<file path="config.mk">
export PLATFORM = sky130hd
export DESIGN_NAME = bcci_img_streamer
export DESIGN_NICKNAME = d
export VERILOG_FILES = /design/src/rtl/bcci_streamer_pkg.sv /design/src/rtl/bcci_stream_skid.sv /design/src/rtl/bcci_img_streamer.sv
export SDC_FILE = /design/constraint.sdc
export NUM_CORES = 1
export LEC_CHECK = 0
export BUFFER_PORTS_ARGS = -buffer_cell sky130_fd_sc_hd__buf_2
export CAP_MARGIN = 30
export CORE_AREA = 8 8 156 173
export CTS_CLUSTER_SIZE = 16
export DETAILED_ROUTE_END_ITERATION = 16
export DIE_AREA = 0 0 164 181
export GPL_TIMING_DRIVEN = 0
export PLACE_DENSITY = 0.55
export SLEW_MARGIN = 25
export SYNTH_ARGS = -nofsm -noshare
export SYNTH_HDL_FRONTEND = slang
export SYNTH_HIERARCHICAL = 1
export SYNTH_SLANG_ARGS = --single-unit
</file>
<file path="constraint.sdc">
create_clock -name clk -period 6.7 [get_ports clk]
set_input_delay 2.01 -clock clk [delete_from_list [all_inputs] [get_ports clk]]
set_output_delay 2.01 -clock clk [all_outputs]
set_load 0.005 [all_outputs]
</file>
<file path="src/rtl/bcci_streamer_pkg.sv">
// Shared definitions for the BCCI image streamer.
//   state_t     : controller states (configure, await response, stream, await IP done)
//   RESP_*      : AXI write-response encodings
package bcci_streamer_pkg;

  typedef enum logic [2:0] {
    S_IDLE      = 3'd0,
    S_CFG       = 3'd1,
    S_RESP      = 3'd2,
    S_STREAM    = 3'd3,
    S_WAIT_DONE = 3'd4
  } state_t;

  localparam logic [1:0] RESP_OKAY   = 2'b00;
  localparam logic [1:0] RESP_EXOKAY = 2'b01;
  localparam logic [1:0] RESP_SLVERR = 2'b10;
  localparam logic [1:0] RESP_DECERR = 2'b11;

endpackage

</file>
<file path="src/rtl/bcci_stream_skid.sv">
// Two-entry FIFO between the frame-memory read pipeline and the AXI4-Stream
// output. Each entry is {pixel, tlast, user}.
//   clk, rst_n  : clock, synchronous active-low reset
//   flush       : empties the FIFO (start of a new frame)
//   push, push_data : write one entry (caller guarantees not full)
//   pop         : remove the head entry (caller guarantees not empty)
//   count       : occupancy 0..2
//   head        : current head entry, meaningful while count != 0
module bcci_stream_skid #(
  parameter int DATA_W = 26
) (
  input  logic              clk,
  input  logic              rst_n,
  input  logic              flush,
  input  logic              push,
  input  logic [DATA_W-1:0] push_data,
  input  logic              pop,
  output logic [1:0]        count,
  output logic [DATA_W-1:0] head
);

  logic [DATA_W-1:0] slot [2];
  logic              wr_ptr;
  logic              rd_ptr;

  always_ff @(posedge clk) begin
    if (!rst_n || flush) begin
      wr_ptr <= 1'b0;
      rd_ptr <= 1'b0;
      count  <= 2'd0;
    end else begin
      if (push) wr_ptr <= ~wr_ptr;
      if (pop)  rd_ptr <= ~rd_ptr;
      count <= count + {1'b0, push} - {1'b0, pop};
    end
  end

  // Payload storage carries no reset; occupancy alone decides validity.
  always_ff @(posedge clk) begin
    if (push) slot[wr_ptr] <= push_data;
  end

  assign head = slot[rd_ptr];

endmodule

</file>
<file path="src/rtl/bcci_img_streamer.sv">
// Host-side driver for the BCCI upsampling IP: writes START_VALUE to the IP
// control register over AXI4-Lite, streams one raster-order frame from a
// frame-memory read port over AXI4-Stream, then waits for interrupt_updone.
//   clk, rst_n            : clock, synchronous active-low reset
//   start/busy/done/err   : command and status (err sticky until next start)
//   mem_rd_*              : frame-memory read port, data one cycle after enable
//   m_axi_aw*/w*/b*       : AXI4-Lite write master
//   m_axis_*              : AXI4-Stream master (user marks pixel (0,0))
//   interrupt_updone      : IP completion, level or pulse
module bcci_img_streamer
  import bcci_streamer_pkg::*;
#(
  parameter int                          AXI_DATA_WIDTH    = 32,
  parameter int                          AXI_ADDR_WIDTH    = 32,
  parameter int                          AXISIN_DATA_WIDTH = 24,
  parameter int                          SRC_IMG_WIDTH     = 960,
  parameter int                          SRC_IMG_HEIGHT    = 540,
  parameter int                          MEM_ADDR_WIDTH    = 20,
  parameter logic [AXI_ADDR_WIDTH-1:0]   CTRL_ADDR         = '0,
  parameter logic [AXI_DATA_WIDTH-1:0]   START_VALUE       = 1
) (
  input  logic                           clk,
  input  logic                           rst_n,
  input  logic                           start,
  output logic                           busy,
  output logic                           done,
  output logic                           err,
  output logic                           mem_rd_en,
  output logic [MEM_ADDR_WIDTH-1:0]      mem_rd_addr,
  input  logic [AXISIN_DATA_WIDTH-1:0]   mem_rd_data,
  output logic                           m_axi_awvalid,
  output logic [AXI_ADDR_WIDTH-1:0]      m_axi_awaddr,
  output logic [2:0]                     m_axi_awprot,
  input  logic                           m_axi_awready,
  output logic                           m_axi_wvalid,
  output logic [AXI_DATA_WIDTH-1:0]      m_axi_wdata,
  output logic [AXI_DATA_WIDTH/8-1:0]    m_axi_wstrb,
  input  logic                           m_axi_wready,
  input  logic                           m_axi_bvalid,
  input  logic [1:0]                     m_axi_bresp,
  output logic                           m_axi_bready,
  output logic                           m_axis_tvalid,
  input  logic                           m_axis_tready,
  output logic [AXISIN_DATA_WIDTH-1:0]   m_axis_tdata,
  output logic [AXISIN_DATA_WIDTH/8-1:0] m_axis_tkeep,
  output logic [AXISIN_DATA_WIDTH/8-1:0] m_axis_tstrb,
  output logic                           m_axis_tlast,
  output logic                           m_axis_tid,
  output logic                           m_axis_tdest,
  output logic                           m_axis_user,
  input  logic                           interrupt_updone
);

  localparam int NPIX   = SRC_IMG_WIDTH * SRC_IMG_HEIGHT;
  localparam int COL_W  = (SRC_IMG_WIDTH > 1) ? $clog2(SRC_IMG_WIDTH) : 1;
  localparam int SKID_W = AXISIN_DATA_WIDTH + 2;
  localparam int KEEP_W = AXISIN_DATA_WIDTH / 8;
  localparam int STRB_W = AXI_DATA_WIDTH / 8;

  state_t                      state;
  logic                        irq_seen;
  logic                        start_acc;

  logic [MEM_ADDR_WIDTH-1:0]   rd_addr;
  logic [COL_W-1:0]            rd_col;
  logic                        rd_all;
  logic                        rd_issue;
  logic [MEM_ADDR_WIDTH-1:0]   tx_cnt;
  logic                        tx_last;

  logic                        rd_vld_p1;
  logic                        last_p1;
  logic                        user_p1;

  logic [1:0]                  skid_count;
  logic [SKID_W-1:0]           skid_head;
  logic                        skid_pop;
  logic [2:0]                  occ;

  assign start_acc = (state == S_IDLE) && start;

  // Occupancy as it will stand after this cycle's pop, so a read can be issued
  // in the same cycle a beat leaves and the stream sustains one pixel per cycle.
  assign occ      = {1'b0, skid_count} + {2'b00, rd_vld_p1} - {2'b00, skid_pop};
  assign rd_issue = (state == S_STREAM) && !rd_all && (occ < 3'd2);
  assign tx_last  = (tx_cnt == MEM_ADDR_WIDTH'(NPIX - 1));

  assign mem_rd_en   = rd_issue;
  assign mem_rd_addr = rd_addr;

  // ---- stage p0: read issue, raster address counters ----
  always_ff @(posedge clk) begin
    if (!rst_n || start_acc) begin
      rd_addr <= '0;
      rd_col  <= '0;
      rd_all  <= 1'b0;
      tx_cnt  <= '0;
    end else begin
      if (rd_issue) begin
        rd_addr <= rd_addr + 1'b1;
        rd_col  <= (rd_col == COL_W'(SRC_IMG_WIDTH - 1)) ? '0 : rd_col + 1'b1;
        if (rd_addr == MEM_ADDR_WIDTH'(NPIX - 1)) rd_all <= 1'b1;
      end
      if (skid_pop) tx_cnt <= tx_cnt + 1'b1;
    end
  end

  // ---- stage p1: memory data returns, sideband travels alongside ----
  always_ff @(posedge clk) begin
    if (!rst_n) rd_vld_p1 <= 1'b0;
    else        rd_vld_p1 <= rd_issue;
  end

  always_ff @(posedge clk) begin
    last_p1 <= (rd_col == COL_W'(SRC_IMG_WIDTH - 1));
    user_p1 <= (rd_addr == '0);
  end

  bcci_stream_skid #(
    .DATA_W (SKID_W)
  ) u_skid (
    .clk       (clk),
    .rst_n     (rst_n),
    .flush     (start_acc),
    .push      (rd_vld_p1),
    .push_data ({mem_rd_data, last_p1, user_p1}),
    .pop       (skid_pop),
    .count     (skid_count),
    .head      (skid_head)
  );

  // ---- stage p2: skid head drives the stream ----
  // Payload is gated by tvalid so every stream output reads 0 while idle.
  assign m_axis_tvalid = (skid_count != 2'd0);
  assign skid_pop      = m_axis_tvalid && m_axis_tready;
  assign m_axis_tdata  = m_axis_tvalid ? skid_head[SKID_W-1:2] : '0;
  assign m_axis_tlast  = m_axis_tvalid && skid_head[1];
  assign m_axis_user   = m_axis_tvalid && skid_head[0];
  assign m_axis_tkeep  = {KEEP_W{m_axis_tvalid}};
  assign m_axis_tstrb  = {KEEP_W{m_axis_tvalid}};
  assign m_axis_tid    = 1'b0;
  assign m_axis_tdest  = 1'b0;

  assign m_axi_awaddr  = m_axi_awvalid ? CTRL_ADDR : '0;
  assign m_axi_awprot  = 3'b000;
  assign m_axi_wdata   = m_axi_wvalid ? START_VALUE : '0;
  assign m_axi_wstrb   = {STRB_W{m_axi_wvalid}};

  always_ff @(posedge clk) begin
    if (!rst_n) begin
      state         <= S_IDLE;
      busy          <= 1'b0;
      done          <= 1'b0;
      err           <= 1'b0;
      irq_seen      <= 1'b0;
      m_axi_awvalid <= 1'b0;
      m_axi_wvalid  <= 1'b0;
      m_axi_bready  <= 1'b0;
    end else begin
      done <= 1'b0;
      case (state)
        S_IDLE: begin
          if (start) begin
            state         <= S_CFG;
            busy          <= 1'b1;
            err           <= 1'b0;
            irq_seen      <= 1'b0;
            m_axi_awvalid <= 1'b1;
            m_axi_wvalid  <= 1'b1;
          end
        end
        S_CFG: begin
          if (m_axi_awvalid && m_axi_awready) m_axi_awvalid <= 1'b0;
          if (m_axi_wvalid && m_axi_wready)   m_axi_wvalid  <= 1'b0;
          // A channel counts as complete if it already finished or finishes now.
          if ((!m_axi_awvalid || m_axi_awready) && (!m_axi_wvalid || m_axi_wready)) begin
            state        <= S_RESP;
            m_axi_bready <= 1'b1;
          end
        end
        S_RESP: begin
          if (m_axi_bvalid) begin
            m_axi_bready <= 1'b0;
            if (m_axi_bresp == RESP_OKAY) begin
              state <= S_STREAM;
            end else begin
              err   <= 1'b1;
              busy  <= 1'b0;
              state <= S_IDLE;
            end
          end
        end
        S_STREAM: begin
          // The IP may finish (and pulse) before our last beat leaves.
          if (interrupt_updone) irq_seen <= 1'b1;
          if (skid_pop && tx_last) state <= S_WAIT_DONE;
        end
        S_WAIT_DONE: begin
          if (interrupt_updone || irq_seen) begin
            done     <= 1'b1;
            busy     <= 1'b0;
            irq_seen <= 1'b0;
            state    <= S_IDLE;
          end
        end
        default: state <= S_IDLE;
      endcase
    end
  end

endmodule
</file>
==> metrics.yaml <==
status: "finished clean"
hp-start: "user_p1"
vias_per_cell: 3.880
seqPwrFrac: 0.389
syn2layout_area_growth_pct: 30.89
slew_violations: 0
grt_pass1_wl_mm: 20.42
cts_root_buf: "clkbuf_16"
irDropWorstVdd_v: 0.0001512
dieWidth_um: 164
hpwl_mm: 9.541
antenna_found_initial: 1
hold_class: "reg2reg"
std_cell_rows: 60
clockBufferDepth: 2
mappedNetlistArea_mm2: 0.005897
combPwrFrac: 0.140
p_leak_nw: 3.386
finalCriticalPeriod_ps: 6332
ctsResizeCount: 0
critPathRequiredTime_ps: 4690
yosysMostFrequentCell: "buf_4"
cts_made_buffers: 17
clock_skew_ps: 10.11
yosysSeqAreaShare: 0.4990
crit_family: "simple AND/OR/NAND/NOR gates"
r2r_end: "mem_rd_addr[3]"
critPathLaunchType: "primary input"
tritoncts: "done"
drive_gt1_frac: 0.3382
grt_usage: 0.08736
crit_slowest_cell: "fa_1"
vias: 4105
p_int_w: 0.001590
finish.utilization: 0.3203
synth_top_area_frac: 0.2648
crit_chain: "buf_2, and2_1, ha_1, nand2b_1, fa_1, nand2b_1, nor3_1, buf_2, buf_2"
drcViolationCount: 0
synth_edf_count: 52
fill_cells: 2519
worst_slew_pin_slew_ps: 900.6
endpoint_kind: "output port"
path_class: "in2out"
start_util: 0.2447
h-tree-depth: 4
fmax_ghz: 0.1579
syn_avg_cell_area_um2: 10.70
synth_warnings: 6
hold_path_end: "u_skid/slot[1][0]"
worstHoldPathCells: 0
yosysTopAreaCell: "edfxtp_1"
synth.area.top_cells: "edfxtp_1, dfxtp_1, buf_4"
grt_pass1_vias: 3866
fin_nets: 777
dr.pass1.iters: 4
fp.coreArea_mm2: 0.02410
cts_setup_buffers: 0
rsz0062_at_grt: "no"
crit_buf_inv: 3
fin_setup_tns_ps: 0
cp_common_cell: "buf_2"
path_clk_slew_ps: 60
clockPowerShare: 0.471
slew_headroom: 0.3950
n_antenna_cell: 0
worst-r2r-cell-count: 12
insertion_delay_ps: 420
io_buffers: 98
finalPower_w: 0.002105
synth.ff_latch_count: 121
place_congestion: 0.7926
clock_sinks: 121
max_stage_delay_ps: 490
die_area_mm2: 0.02968
ys_types: 46
hold_violations: 0
drt_iter0_drc: 173
syn-instance-count: 551
die_y_um: 181
power.switching_w: 0.0005147
cp_max_fo: 10
ys.flop_type: "dfxtp_1"
grt-ovfl-total: 0
maxCapViolCount: 0
cp_data_arrival_time_ps: 4320
ant_nets: 0
power_density_mw_per_mm2: 272.7
wl_per_cell_um: 12.35
r2r-start: "u_skid/count[1]"
setup_violations: 0
cts_hold_buf: 0
wirelength_mm: 13.07
swShare: 0.2445
async_flop_share: 0
synth_common_cells: "buf_4, nor2_1, dfxtp_1"
grt_max_degree: 27
io_pins: 167
min_period_over_period: 0.9451
rrSetupSlack_ps: 2970
-- routing by layer --
layer,global-route usage,wire [um],vias up
met5,0,0,-
met4,0.03495,200,0
met3,0.03001,1014,17
met2,0.1411,6036,129
met1,0.1040,5818,1856
li1,-,-,2103
-- worst register-to-register path, stage by stage (launching register included) --
cell and delay, ps:
dfxtp_1 480, or2_2 160, clkbuf_1 310, and2_1 400, ha_1 300, nand2b_1 150, fa_1 500, nand2b_1 140
nor3_1 300, clkbuf_1 470, nand4_1 190, xor2_1 180, nor2_1 50
-- cell type report --
class | instances | area (um2) | share of cell area
Clock buffer | 22 | 539.3 | 0.06987
Multi-Input combinational cell | 387 | 2462 | 0.3190
Timing Repair Buffer | 99 | 510.5 | 0.06614
Clock inverter | 10 | 121.4 | 0.01572
Tap cell | 310 | 387.9 | 0.05025
Sequential cell | 121 | 2943 | 0.3813
Buffer | 98 | 713.2 | 0.09240
Inverter | 11 | 41.29 | 0.005349
-- state kept, by name (all words and copies together), names as in the netlist, 2 cells and up, named ones only --
name and cells:
u_skid/slot 52, state 3, tx_cnt 20, mem_rd_addr 20, rd_col 10, u_skid/count 2
-- worst max-delay path by stage --
stage / startpoint / end / slack, ps / depth (start not counted)
CTS: m_axis_tready / mem_rd_en / 200 / 10
global route: m_axis_tready / mem_rd_en / 150 / 9
detailed placement: m_axis_tready / mem_rd_en / 200 / 10
global placement: m_axis_tready / mem_rd_en / 260 / 10
floorplan: m_axis_tready / mem_rd_en / 790 / 8
finish: m_axis_tready / mem_rd_en / 370 / 9
-- power by group through the flow --
stage	Clock, W	Combinational (W)	Sequential [W]
6_report	0.000992	0.000295	0.000818
5_1_grt	0.00105	0.000333	0.000821
4_1_cts	0.00102	0.000299	0.000818
3_5_place_dp	0	0.000298	0.000833
3_3_place_gp	0	0.000293	0.000833
2_1_floorplan	0	0.000204	0.000830
-- layout by cell type (no fill, tap or decap), drive strengths merged, types with 2 or more instances in the layout --
master,instances
or2,2
buf,188
xnor2,10
clkinv,4
nor2b,5
clkbuf,31
conb,68
nor2,70
nand3,19
ha,7
nand4,19
mux2i,4
bufinv,2
o21ai,9
and4,2
xor2,39
nor4b,2
and3,8
inv,15
nor4,7
a21oi,7
nor3b,3
nor3,8
nand2,21
nand3b,2
mux2,26
dfxtp,69
edfxtp,52
nand2b,5
a31oi,3
and2,30
-- metrics by stage --
step	instances	hold WS, ps	setup slack, ps	instance area, um2
finish	1058	441.1	368.0	7719
global route	1058	450.1	147.4	7719
CTS	1059	446.6	202.2	7722
detailed placement	1027	432.0	199.2	7062
global placement	1026	431.7	262.8	7027
floorplan	618	403.7	790.0	6148
-- logic make-up (layout without fill, tap and decap cells) --
family,after synthesis,in the layout,synth area share
AND/OR/NAND/NOR,205,205,0.1810
flip-flops,121,121,0.4990
buffers and inverters,110,240,0.1286
XOR/XNOR,50,50,0.07660
multiplexers,30,30,0.06917
AO/OA/AOI/OAI,26,26,0.02674
adder cells (fa/ha/maj),8,8,0.01825
other,1,68,0.0006359
Note: power is estimated with default switching activity, not from simulation.
